## config.mk

```make
export PLATFORM = sky130hd
export DESIGN_NAME = display_bin_bcd
export DESIGN_NICKNAME = d
export VERILOG_FILES = /design/src/rtl/display_pkg.sv /design/src/rtl/seg7_glyph.sv /design/src/rtl/display_bin_bcd.sv
export SDC_FILE = /design/constraint.sdc
export NUM_CORES = 1
export LEC_CHECK = 0
export BUFFER_PORTS_ARGS = -buffer_cell sky130_fd_sc_hd__buf_2
export CAP_MARGIN = 10
export CORE_MARGIN = 10
export CORE_UTILIZATION = 58
export DETAILED_ROUTE_END_ITERATION = 8
export GPL_ROUTABILITY_DRIVEN = 0
export PLACE_DENSITY_LB_ADDON = 0.08
export SYNTH_ARGS = -nofsm -noshare
export SYNTH_HDL_FRONTEND = slang
export SYNTH_HIERARCHICAL = 1
export SYNTH_SLANG_ARGS = --single-unit
```

## constraint.sdc

```tcl
create_clock -name clk -period 3.25 [get_ports clk]
set_input_delay 0.1625 -clock clk [delete_from_list [all_inputs] [get_ports clk]]
set_output_delay 0.1625 -clock clk [all_outputs]
set_load 0.02 [all_outputs]
```

## src/rtl/display_pkg.sv

```systemverilog
// Shared constants for the multi-digit 7-segment display driver.
// Glyphs are active-low, bit order g..a.
package display_pkg;

  localparam logic [6:0] GLYPH_0     = 7'b1000000;
  localparam logic [6:0] GLYPH_1     = 7'b1111001;
  localparam logic [6:0] GLYPH_2     = 7'b0100100;
  localparam logic [6:0] GLYPH_3     = 7'b0110000;
  localparam logic [6:0] GLYPH_4     = 7'b0011001;
  localparam logic [6:0] GLYPH_5     = 7'b0010010;
  localparam logic [6:0] GLYPH_6     = 7'b0000010;
  localparam logic [6:0] GLYPH_7     = 7'b1111000;
  localparam logic [6:0] GLYPH_8     = 7'b0000000;
  localparam logic [6:0] GLYPH_9     = 7'b0010000;
  localparam logic [6:0] GLYPH_A     = 7'b0001000;
  localparam logic [6:0] GLYPH_B     = 7'b0000011;
  localparam logic [6:0] GLYPH_C     = 7'b1000110;
  localparam logic [6:0] GLYPH_D     = 7'b0100001;
  localparam logic [6:0] GLYPH_E     = 7'b0000110;
  localparam logic [6:0] GLYPH_F     = 7'b0001110;
  localparam logic [6:0] GLYPH_DASH  = 7'b0111111;
  localparam logic [6:0] GLYPH_BLANK = 7'b1111111;

  // Converter FSM states
  typedef logic [1:0] state_t;
  localparam state_t ST_IDLE   = 2'd0;
  localparam state_t ST_SHIFT  = 2'd1;
  localparam state_t ST_FINISH = 2'd2;

endpackage

```

## src/rtl/seg7_glyph.sv

```systemverilog
// Combinational 4-bit to active-low 7-segment glyph decoder (hex digits 0..F).
module seg7_glyph
  import display_pkg::*;
(
  input  logic [3:0] nibble,
  output logic [6:0] glyph
);

  // Map each nibble value to its glyph
  always_comb begin
    glyph = GLYPH_BLANK;
    unique case (nibble)
      4'h0: glyph = GLYPH_0;
      4'h1: glyph = GLYPH_1;
      4'h2: glyph = GLYPH_2;
      4'h3: glyph = GLYPH_3;
      4'h4: glyph = GLYPH_4;
      4'h5: glyph = GLYPH_5;
      4'h6: glyph = GLYPH_6;
      4'h7: glyph = GLYPH_7;
      4'h8: glyph = GLYPH_8;
      4'h9: glyph = GLYPH_9;
      4'hA: glyph = GLYPH_A;
      4'hB: glyph = GLYPH_B;
      4'hC: glyph = GLYPH_C;
      4'hD: glyph = GLYPH_D;
      4'hE: glyph = GLYPH_E;
      4'hF: glyph = GLYPH_F;
    endcase
  end

endmodule

```

## src/rtl/display_bin_bcd.sv

```systemverilog
// Sequential multi-digit display driver: binary value to DIGITS active-low
// 7-segment glyphs, decimal (iterative double-dabble, optional sign) or hex.
// Build option: define DISPLAY_LZB_EN for leading-zero blanking.
module display_bin_bcd
  import display_pkg::*;
#(
  parameter int unsigned WIDTH  = 8,
  parameter int unsigned DIGITS = 3
) (
  input  logic                  clk,
  input  logic                  rst,
  input  logic                  start,
  input  logic [WIDTH-1:0]      value,
  input  logic                  is_signed,
  input  logic                  hex_mode,
  output logic                  busy,
  output logic                  done,
  output logic                  overflow,
  output logic [7*DIGITS-1:0]   seg,
  output logic [6:0]            sign_seg
);

  localparam int unsigned BW = 4 * DIGITS;
  localparam int unsigned XW = (WIDTH > BW) ? WIDTH : BW;
  localparam int unsigned CW = $clog2(WIDTH + 1);

  state_t              state_q, state_d;
  logic [CW-1:0]       cnt_q;
  logic [BW-1:0]       bcd_q;
  logic [WIDTH-1:0]    mag_q;
  logic                ovf_q;
  logic                neg_q;
  logic [7*DIGITS-1:0] seg_q, seg_d;
  logic [6:0]          sign_q, sign_d;
  logic                overflow_q;

  logic                accept;
  logic                in_neg;
  logic [WIDTH-1:0]    in_mag;
  logic [XW-1:0]       value_ext;
  logic [BW-1:0]       hex_src;
  logic                hex_ovf;
  logic [BW-1:0]       bcd_adj;
  logic [BW-1:0]       bcd_shift;
  logic [WIDTH-1:0]    mag_shift;
  logic                carry;
  logic                last_shift;
  logic                load_out;
  logic [BW-1:0]       fin_nib;
  logic                fin_ovf;
  logic                fin_neg;
  logic [7*DIGITS-1:0] glyph_raw;

  // Input capture: sign handling and hex zero-extension
  always_comb begin
    accept    = (state_q == ST_IDLE) && start;
    in_neg    = is_signed && value[WIDTH-1];
    // Magnitude fits WIDTH unsigned bits, so the most negative value is exact
    in_mag    = in_neg ? (~value + WIDTH'(1)) : value;
    value_ext = XW'(value);
    hex_src   = value_ext[BW-1:0];
    hex_ovf   = |(value_ext >> BW);
  end

  // Double-dabble step: +3 on nibbles >= 5, then shift {bcd, mag} left
  always_comb begin
    bcd_adj = bcd_q;
    for (int k = 0; k < int'(DIGITS); k++) begin
      if (bcd_q[4*k +: 4] >= 4'd5) bcd_adj[4*k +: 4] = bcd_q[4*k +: 4] + 4'd3;
    end
    carry     = bcd_adj[BW-1];
    bcd_shift = {bcd_adj[BW-2:0], mag_q[WIDTH-1]};
    mag_shift = {mag_q[WIDTH-2:0], 1'b0};
  end

  // Result source: hex path from the input, decimal path from the final shift
  always_comb begin
    last_shift = (state_q == ST_SHIFT) && (cnt_q == CW'(1));
    load_out   = (accept && hex_mode) || last_shift;
    fin_nib    = (state_q == ST_SHIFT) ? bcd_shift : hex_src;
    fin_ovf    = (state_q == ST_SHIFT) ? (ovf_q | carry) : hex_ovf;
    fin_neg    = (state_q == ST_SHIFT) ? neg_q : 1'b0;
  end

  for (genvar k = 0; k < int'(DIGITS); k++) begin : g_digit
    seg7_glyph u_glyph (
      .nibble (fin_nib[4*k +: 4]),
      .glyph  (glyph_raw[7*k +: 7])
    );
  end

  // Final glyphs with overflow dashes and optional leading-zero blanking
  always_comb begin
`ifdef DISPLAY_LZB_EN
    logic seen;
    seen = 1'b0;
`endif
    seg_d = glyph_raw;
    for (int k = int'(DIGITS) - 1; k >= 0; k--) begin
      if (fin_ovf) begin
        seg_d[7*k +: 7] = GLYPH_DASH;
      end
`ifdef DISPLAY_LZB_EN
      if (fin_nib[4*k +: 4] != 4'd0) seen = 1'b1;
      if (!fin_ovf && !seen && (k != 0)) seg_d[7*k +: 7] = GLYPH_BLANK;
`endif
    end
    sign_d = fin_neg ? GLYPH_DASH : GLYPH_BLANK;
  end

  // Next-state logic
  always_comb begin
    state_d = state_q;
    case (state_q)
      ST_IDLE:   if (accept) state_d = hex_mode ? ST_FINISH : ST_SHIFT;
      ST_SHIFT:  if (last_shift) state_d = ST_FINISH;
      ST_FINISH: state_d = ST_IDLE;
      default:   state_d = ST_IDLE;
    endcase
  end

  // State, datapath and output registers
  always_ff @(posedge clk) begin
    if (rst) begin
      state_q    <= ST_IDLE;
      cnt_q      <= '0;
      bcd_q      <= '0;
      mag_q      <= '0;
      ovf_q      <= 1'b0;
      neg_q      <= 1'b0;
      seg_q      <= {(7*DIGITS){1'b1}};
      sign_q     <= GLYPH_BLANK;
      overflow_q <= 1'b0;
    end else begin
      state_q <= state_d;
      if (accept && !hex_mode) begin
        mag_q <= in_mag;
        bcd_q <= '0;
        cnt_q <= CW'(WIDTH);
        ovf_q <= 1'b0;
        neg_q <= in_neg;
      end else if (state_q == ST_SHIFT) begin
        bcd_q <= bcd_shift;
        mag_q <= mag_shift;
        cnt_q <= cnt_q - CW'(1);
        ovf_q <= ovf_q | carry;
      end
      // Outputs land on the edge entering FINISH so they are valid with done
      if (load_out) begin
        seg_q      <= seg_d;
        sign_q     <= sign_d;
        overflow_q <= fin_ovf;
      end
    end
  end

  assign busy     = (state_q == ST_SHIFT);
  assign done     = (state_q == ST_FINISH);
  assign overflow = overflow_q;
  assign seg      = seg_q;
  assign sign_seg = sign_q;

endmodule

```

# [Yosys cells after proc, flatten, opt, wreduce, memory -nomap -nowiden]
# Memories as Yosys holds them, arrays and structs flattened.
# Index checks and enable logic that the tools add are counted.
[op_classes] addsub=5 n_lt_le_gt_ge=3 eq_ne=5 n_reduce_logical=11 n_bitwise=2 n_mux=19
[op_table] cell="$mux 7" n=4
[op_table] cell="$mux 8" n=3
[op_table] cell="$mux 4" n=5
[op_table] cell="$add 4x2->4 const B" n=3
[op_table] cell="$ge 4x3->1 const B" n=3
[op_table] cell="$mux 12" n=1
[op_table] cell="$add 8x1->8 const B" n=1
[op_table] cell="$not 8->8" n=1
[op_table] cell="$mux 2" n=3
[op_table] cell="$logic_and 1x1->1" n=5
[op_table] cell="$eq 4x1->1 const B" n=1
[op_table] cell="$pmux 2 s2" n=1
[op_table] cell="$sub 4x1->4 const B" n=1
[op_table] cell="$eq 2x1->1 const B" n=1
[op_table] cell="$eq 2x2->1 const B" n=1
[op_table] cell="$logic_not 2->1" n=1
[op_table] cell="$mux 1" n=2
[op_table] cell="$ne 2x1->1 const B" n=1
[op_table] cell="$ne 2x2->1 const B" n=1
[op_table] cell="$reduce_and 2->1" n=1
[op_table] cell="$reduce_bool 2->1" n=1
[op_table] cell="$reduce_or 2->1" n=1
[op_table] cell="$logic_not 1->1" n=1
[op_table] cell="$logic_or 1x1->1" n=1
[op_table] cell="$or 1x1->1" n=1
[word_totals] ff_bits=57 memories=3 input_bits=13 mem_bits_ro=336 word_cells=58 output_inout_bits=31
[mem_list] memory="(no name shown)" words=16 word_bits=7 read_ports=1 rd_clocked_by_memory_dff=0 wr=0 line_no="seg7_glyph.sv:12" source="unique case (nibble)"
[mem_list] memory="(no name shown)" words=16 word_bits=7 read_ports=1 rd_clocked_by_memory_dff=0 wr=0 line_no="seg7_glyph.sv:12"
[mem_list] memory="(no name shown)" words=16 word_bits=7 read_ports=1 rd_clocked_by_memory_dff=0 wr=0 line_no="seg7_glyph.sv:12"

# [Longest topological paths before layout]
# Gate-level depths: netlist of the first run.
[depth] depth_word=5 ltp_mapped=13 mapped_depth_nobuf=13

# [Modules after synthesis]
# Netlist of the first run, hierarchy kept.
[modules_own_cells] module="display_bin_bcd" cells_each=305 seq_area_each_um2=1021.0 instances=1 area_per_inst_um2=2613.8
[modules_own_cells] module="seg7_glyph" cells_each=32 seq_area_each_um2=0.0 instances=3 area_per_inst_um2=275.3

# [Worst setup path after synthesis of the first run]
# No wires, ideal clock.
[synth_timing] path_kind="register -> register" from="register state_q[1]" to="register seg_q[3], in the netlist seg[3]" path_buffers=2 setup_ns=0.123 t_required_ns=3.127 period_less_slack_ns=2.792 slack_ns=0.458 path_stages_with_launch=12 arrival_time_ns=2.669 path_cell_list="dfxtp_1 > nand2b_1 > inv_2 > buf_2 > buf_2 > o21ai_0 > inv_1 > ha_1 > inv_1 > mux4_1 > mux2i_1 > nand3b_1"
[synth_between] elab_chain_len=4 elab_cells_between_ends=10 cone_classes="1 x eq/ne; 3 x mux; 5 x reduce/logical; 1 x memory"
[synth_lines] element="start: declaration" line_no="display_bin_bcd.sv:27" source="state_t state_q, state_d;"
[synth_lines] element="start signal: assignment" line_no="display_bin_bcd.sv:135" source="state_q <= state_d;"
[synth_lines] element="$eq 2x1->1"
[synth_lines] element="via busy" line_no="display_bin_bcd.sv:16" source="output logic busy,"
[synth_lines] element="$mux 12" line_no="display_bin_bcd.sv:80" source="fin_nib = (state_q == ST_SHIFT) ? bcd_shift : hex_src;"
[synth_lines] element="via fin_nib[0]" line_no="display_bin_bcd.sv:49" source="logic [BW-1:0] fin_nib;"
[synth_lines] element="$mem_v2 16x7"
[synth_lines] element="via glyph_raw[3]" line_no="display_bin_bcd.sv:52" source="logic [7*DIGITS-1:0] glyph_raw;"
[synth_lines] element="$mux 7" line_no="display_bin_bcd.sv:100" source="if (fin_ovf) begin"
[synth_lines] element="end signal: assignment" line_no="display_bin_bcd.sv:131" source="seg_q <= {(7*DIGITS){1'b1}};"
[synth_lines] element="end signal: assignment" line_no="display_bin_bcd.sv:150" source="seg_q <= seg_d;"
[synth_lines] element="end: declaration" line_no="display_bin_bcd.sv:33" source="logic [7*DIGITS-1:0] seg_q, seg_d;"
# The timed path passes the listed nets, and every way through them passes these cells.
# A chain may end at the register's enable or synchronous reset.

# [Worst setup path after layout of the first run]
[layout_timing] from="register bcd_q[4]" to="register seg_q[10], in the netlist seg[10]"
[layout_between] elab_chain_len=5 elab_cells_between_ends=6 cone_classes="1 x add/sub; 1 x order compare; 3 x mux; 1 x memory"
[layout_lines] element="start: declaration" line_no="display_bin_bcd.sv:29" source="logic [BW-1:0] bcd_q;"
[layout_lines] element="start signal: assignment" line_no="display_bin_bcd.sv:143" source="bcd_q <= bcd_shift;"
[layout_lines] element="$add 4x2->4 or $ge 4x3->1 (tied branches)" line_no="display_bin_bcd.sv:69" source="if (bcd_q[4*k +: 4] >= 4'd5) bcd_adj[4*k +: 4] = bcd_q[4*k +: 4] + 4'd3;"
[layout_lines] element="$mux 4 *" line_no="display_bin_bcd.sv:69"
[layout_lines] element="$mux 12 *" line_no="display_bin_bcd.sv:80"
[layout_lines] element="via fin_nib[5]" line_no="display_bin_bcd.sv:49"
[layout_lines] element="$mem_v2 16x7 *"
[layout_lines] element="via glyph_raw[10]" line_no="display_bin_bcd.sv:52"
[layout_lines] element="$mux 7 *" line_no="display_bin_bcd.sv:100"
# Mark *: on every way through the listed nets, which the timed path passes. The rest lies on a longest branch.

==> metrics, run 1 <==
Setup Skew 0.0129 ns; buffers added on ports 37; cts hold-fix bufs 0; ANT cells 0; main combinational cell family by area after synthesis simple AND/OR/NAND/NOR gates; Remaining DRCs 0; die area 9410 sq um; TritonCTS Sinks 51; largest net degree at the start of global routing 38; Tmin final 2.94 ns; Initial DRC Count 140; Least-Margin Pin Slew 0.967 ns; Design Area, Final 3770 sq um; EDFF count, synth 0; worst hold path class primary input to flip-flop; internal power 0.979 mW; mux cell area share after synthesis 12.6%; buffers from clock root to sink, at most 2; mapped cell area 3440 sq um; # setup viols final 0; post-DP HPWL 5380 um; Max H-tree Level 2; Clk network pwr share 27.8%; CTS resizes 0; Avg Cell Area, Syn 8.58 sq um; Final Hold Fails 0; # nets final 476; Tcrit/Tclk final 90.5%; status complete, no violations; Post-DRT Antenna Nets 0; first-pass iteration count of the detailed router 4; first-pass GRT wire length 12500 um; setup TNS 0 ns; PwrDens 377 nW/um^2; Max VDD drop 0.213 mV; Logic pwr share 24.1%; layout filler cell count 491; CP Max Fanout 5; root buffer cell clkbuf_8; CTS buffer count 5; Area Overhead vs Synth 9.53%; initial core utilization 61.0%; Netlist cell types 51; unrepaired setup endpoints after global routing no; Core Region 5640 sq um; Seq/Total Area, Yosys 29.7%; Flop pwr share 48.1%; Worst-Skew Late Latency 0.31 ns; post-synthesis adder-cell area fraction 10.9%; clk slew on worst S/H paths 0.10 ns; async set or reset register ratio after synthesis 0%; YS warnings 6; grt total ovfl 0; critical path type flip-flop to flip-flop; pins over their slew limit 0; NetSw 0.442 mW; I/O Pins 44; total track usage 15.1%; FMAX 340 MHz; Die Span Y 97.0 um; XOR/XNOR Fraction of Synth Area 3.06%; Leakage 1.58 nW; Simple-Gate Fraction of Synth Area 21.7%; mean routed wirelength per cell 14.6 um; Mapped Cells 401; share of cells above drive strength 1 16.1%; routed wire length 7400 um; Die W 97.0 um; Row Count 27; crit end category flip-flop; Critical Path Start Type flip-flop; Critical Path AT 3.09 ns; Max Cap Viol 0; Cell Area, Placed 3670 sq um; antenna violations before repair 0; total number of vias 2816; TritonCTS clock tree done; Rel. slew slack 35.5%; Switching Share 31.1%; CP required 3.40 ns; register bit count reported by yosys 51; top_reg_cell synth dfxtp_1; Compound-Gate Fraction of Synth Area 14.5%; Post-CTS Setup Inserts 0; number of global-route vias before repair 2638; vias per inst 5.57
## per-layer routing
metal,track usage [%],share of wire [%],up-vias
met4,3.38,0.88,0
met1,20.0,50,1297
met3,3.90,4.6,8
met2,24.0,44,61
met5,0,0,-
li1,-,-,1450
## worst max-delay path: stages, from the launching register on
cell      delay (ns)
dfxtp_1         0.35
inv_1           0.09
ha_1            0.23
nand2b_1        0.07
a21oi_1         0.31
xnor2_1         0.14
o21ai_1         0.34
inv_1           0.19
ha_1            0.31
inv_1           0.05
mux4_1          0.48
mux2i_1         0.15
nand3b_1        0.08
## synth_stat cells (2+ instances only)
master	n	area share, %
dfxtp_1	51	30
nand2_1	39	4.3
nor2_1	36	3.9
mux2i_1	32	9.3
ha_1	30	11
a21oi_1	26	3.8
inv_1	21	2.3
nand3b_1	19	4.1
o21ai_0	16	2.3
buf_2	11	1.6
xnor2_1	9	2.3
buf_4	8	1.7
a22o_1	6	1.5
and3_1	6	1.1
nand2b_1	6	1.1
nand3_1	6	0.87
a211oi_1	5	1.1
clkbuf_1	5	0.55
nor2b_1	5	0.91
a31oi_1	4	0.73
nor3_1	4	0.58
or3_1	4	0.73
a311o_1	3	0.87
a32o_1	3	0.87
and2b_2	3	0.76
buf_6	3	0.98
mux2_2	3	0.98
mux4_1	3	2.3
o21ai_1	3	0.44
or3b_1	3	0.76
xor2_1	3	0.76
a221oi_1	2	0.51
buf_1	2	0.22
nor3b_1	2	0.44
nor4_1	2	0.36
o22ai_1	2	0.36
## path summary, 6_finish.rpt
path / start / end / slack [ns] / cells past startpoint
max: bcd_q[4] / seg[10] / 0.31 / 12
min: value[0] / mag_q[0] / 0.13 / 3
max reg2reg: bcd_q[4] / seg[10] / 0.31 / 12
min reg2reg: ovf_q / ovf_q / 0.46 / 2
## registers in the layout, summed over array words and instances (netlist names)
| name | flops |
|---|---|
| seg | 21 |
| bcd_q | 12 |
| mag_q | 8 |
| cnt_q | 4 |
| state_q | 2 |
| neg_q | 1 |
| overflow | 1 |
| ovf_q | 1 |
| sign_seg | 1 |
## per-stage QoR
| step | cells | total power [mW] | utilization, % | hold slack, ns | setup WS [ns] |
|---|---|---|---|---|---|
| 4_1_cts | 506 | 1.44 | 66.8 | 0.117 | 0.315 |
| 6_report | 506 | 1.42 | 66.8 | 0.126 | 0.310 |
| 5_1_grt | 506 | 1.49 | 66.8 | 0.134 | 0.127 |
| 2_1_floorplan | 406 | 0.954 | - | 0.299 | 0.458 |
| 3_3_place_gp | 498 | 1.03 | 65.0 | 0.441 | 0.518 |
| 3_5_place_dp | 498 | 1.04 | 65.0 | 0.442 | 0.323 |
## cells by family after synthesis
logic type,after synthesis
other cells,1
xor+xnor,12
mux,38
simple gates,141
buf+inv,51
fa+ha+maj,30
flops,51
compound gates,77
## power by group through the flow
stage	Clock, mW	Sequential, mW	Combinational [mW]
after floorplan	0	0.722	0.232
after global placement	0	0.697	0.336
after detailed placement	0	0.698	0.342
after CTS	0.412	0.684	0.343
after global routing	0.424	0.689	0.379
final	0.395	0.684	0.342
## layout make-up
class | count | area (sq um) | share of cell area, %
sequential | 51 | 1020 | 27.1
clock inverter | 2 | 16.3 | 0.432
multi-input combinational | 304 | 2190 | 58.1
tap | 72 | 90.1 | 2.39
clock buffer | 6 | 82.6 | 2.19
inverter | 22 | 82.6 | 2.19
timing repair buffer | 49 | 288 | 7.64
## cells in the final DEF, fill, tap and decap left out, drive strengths merged, types with 9 or more instances in the layout
| cell | synthesis | routed |
|---|---|---|
| mux2i | 32 | 32 |
| xnor2 | 9 | 9 |
| a21oi | 27 | 27 |
| ha | 30 | 30 |
| o21ai | 20 | 20 |
| nand3b | 19 | 19 |
| dfxtp | 51 | 51 |
| nand2 | 39 | 39 |
| nor2 | 36 | 36 |
| inv | 22 | 22 |
| buf | 24 | 49 |
(Power assumes the default switching activity.)
==> run 2: changes to the inputs <==
--- a/config.mk
+++ b/config.mk
@@ -12,6 +12,7 @@
 export DETAILED_ROUTE_END_ITERATION = 8
 export GPL_ROUTABILITY_DRIVEN = 0
 export PLACE_DENSITY_LB_ADDON = 0.08
+export SLEW_MARGIN = 0
 export SYNTH_ARGS = -nofsm -noshare
 export SYNTH_HDL_FRONTEND = slang
 export SYNTH_HIERARCHICAL = 1
==> constraint.sdc (replaced) <==
create_clock -name clk -period 3.25 [get_ports clk]
set_input_delay 0.4875 -clock clk [delete_from_list [all_inputs] [get_ports clk]]
set_output_delay 0.4875 -clock clk [all_outputs]
set_load 0.02 [all_outputs]
==> run 2 against run 1 <==
Design area grew 0.30%. Non-clock buffer count is 1 higher. Sequential share of layout area decreased by 0.081 points. Clock power is 9.1% higher. Core utilization rose by 0.20 points. Critical endpoint unchanged. Wire length up 0.15%. Critical path depth did not move. Sequential power hardly changed. Highest routed layer unchanged.
==> metrics, run 2 (same netlist as run 1, synthesis figures left out) <==
Tcrit/Tclk final 90.1% (-0.41 points); crit path from bcd_q[5]; ANT cells 0 (unchanged); total track usage 15.2% (+0.098 points); capture point of the worst reg-to-reg path seg[10]; Design Area, Final 3780 sq um (+0.30%); TritonCTS Sinks 51 (unchanged); Max VDD drop 0.259 mV (+22%); Tmin final 2.93 ns (-0.0132 ns); critical path type flip-flop to flip-flop; buffers added on ports 37 (unchanged); Setup Skew 0.00985 ns (-0.00306 ns); Critical Path Start Type flip-flop; buffers from clock root to sink, at most 2 (unchanged); # setup viols final 0 (unchanged); Pwr Total 1.46 mW (+2.6%); R2R cell count 12 (unchanged); pins over their slew limit 0 (unchanged); routed wire length 7410 um (+0.15%); cts hold-fix bufs 0 (unchanged); I/O Pins 44 (unchanged); Hold Crit Start ovf_q; CP required 3.41 ns (about the same); FMAX 342 MHz (+0.45%); CP Max Fanout 5 (unchanged); total number of vias 2834 (+0.64%); Post-CTS Setup Inserts 0 (unchanged); Post-DRT Antenna Nets 0 (unchanged); WHS 0.454 ns (+0.328 ns); share of cells above drive strength 1 15.9% (-0.23 points); Remaining DRCs 0 (unchanged); mean routed wirelength per cell 14.6 um (+0.15%); first-pass iteration count of the detailed router 4 (unchanged); vias per inst 5.60 (+0.64%); CTS buffer count 5 (unchanged); unrepaired setup endpoints after global routing no; setup TNS 0 ns (unchanged); Setup crit end seg[10]; Worst R2R Start bcd_q[5]; post-DP HPWL 5500 um (+2.3%); CTS resizes 0 (unchanged); most frequent cells in the layout dfxtp_1, nand2_1, buf_2; Cell Area, Placed 3680 sq um (+0.20%); most common cell after layout, fill and taps aside dfxtp_1; die area 9410 sq um (unchanged); crit end category flip-flop; Area Overhead vs Synth 9.86%; Least-Margin Pin Slew 0.883 ns (-0.0839 ns); antenna violations before repair 0 (unchanged); Row Count 27 (unchanged); TritonCTS clock tree done; largest net degree at the start of global routing 37 (-2.6%); status complete, no violations; grt total ovfl 0 (unchanged); layout filler cell count 505 (+2.9%); hold path cells 2 (-1); Core Region 5640 sq um (unchanged); Worst-Skew Late Latency 0.30 ns (about the same); initial core utilization 61.0% (unchanged); worst hold path class flip-flop to flip-flop; # nets final 477 (+0.21%); Initial DRC Count 145 (+3.6%); reg2reg setup slack 0.32 ns (about the same); Max H-tree Level 2 (unchanged); max reg flops 21 (unchanged); PwrDens 386 nW/um^2 (+2.3%); placed cell count 499 (+0.20%); clk slew on worst S/H paths 0.09 ns (about the same); Finished Layout Cells 506 (unchanged); first-pass GRT wire length 12700 um (+1.0%); Final Hold Fails 0 (unchanged); number of global-route vias before repair 2707 (+2.6%); Leakage 1.58 nW (+0.55%); root buffer cell clkbuf_8; Die Span Y 97.0 um (unchanged); Die W 97.0 um (unchanged); Rel. slew slack 41.1% (+5.6 points); Critical Path AT 3.08 ns (about the same); Max Cap Viol 0 (unchanged)
[run 2: changes by cell type in the layout (fill, tap and decap cells not counted), sizes merged]
| cell | previous run | this run |
|---|---|---|
| bufinv | 0 | 1 |
| buf | 49 | 50 |
| clkinv | 1 | 0 |
| clkinvlp | 1 | 0 |
[run 2: cell type report]
| cell class | instances | area [sq um] | area share (%) |
|---|---|---|---|
| Inverter | 22 | 82.6 | 2.19 |
| Multi-Input combinational cell | 304 | 2190 | 57.9 |
| Clock inverter | 1 | 30.0 | 0.795 |
| Clock buffer | 6 | 72.6 | 1.92 |
| Timing Repair Buffer | 50 | 295 | 7.81 |
| Tap cell | 72 | 90.1 | 2.38 |
| Sequential cell | 51 | 1020 | 27.0 |
[run 2: per-layer routing]
metal / vias up / wire [um] / global-route usage [%]
li1: 1451 / - / -
met1: 1327 / 3740 / 20.1
met2: 53 / 3330 / 24.6
met3: 3 / 324 / 3.69
met4: 0 / 23 / 3.04
met5: - / 0 / 0
[run 2: worst min path at each step]
stage | slack [ns] | to
6_report | 0.45 | ovf_q
5_1_grt | 0.48 | mag_q[0]
4_1_cts | 0.46 | ovf_q
3_5_place_dp | 0.44 | ovf_q
3_3_place_gp | 0.44 | ovf_q
2_1_floorplan | 0.43 | ovf_q
[run 2: critical path, stage by stage (launching register included)]
cell      delay [ns]
dfxtp_1         0.36
inv_1           0.08
ha_1            0.18
nand2b_1        0.14
a21oi_1         0.32
xnor2_1         0.14
o21ai_1         0.31
inv_1           0.17
ha_1            0.31
inv_1           0.05
mux4_1          0.48
mux2i_1         0.15
nand3b_1        0.09
[run 2: through the flow]
step           utilization, %  setup slack (ns)
2_1_floorplan               -             0.458
3_3_place_gp             65.2             0.515
3_5_place_dp             65.2             0.326
4_1_cts                  67.0             0.312
5_1_grt                  67.0            0.0567
6_report                 67.0             0.323
[run 2: where the power goes]
| group | switching, mW | internal [mW] |
|---|---|---|
| combinational | 0.200 | 0.144 |
| sequential | 0.0216 | 0.662 |
| clock | 0.205 | 0.226 |
| total | 0.427 | 1.03 |
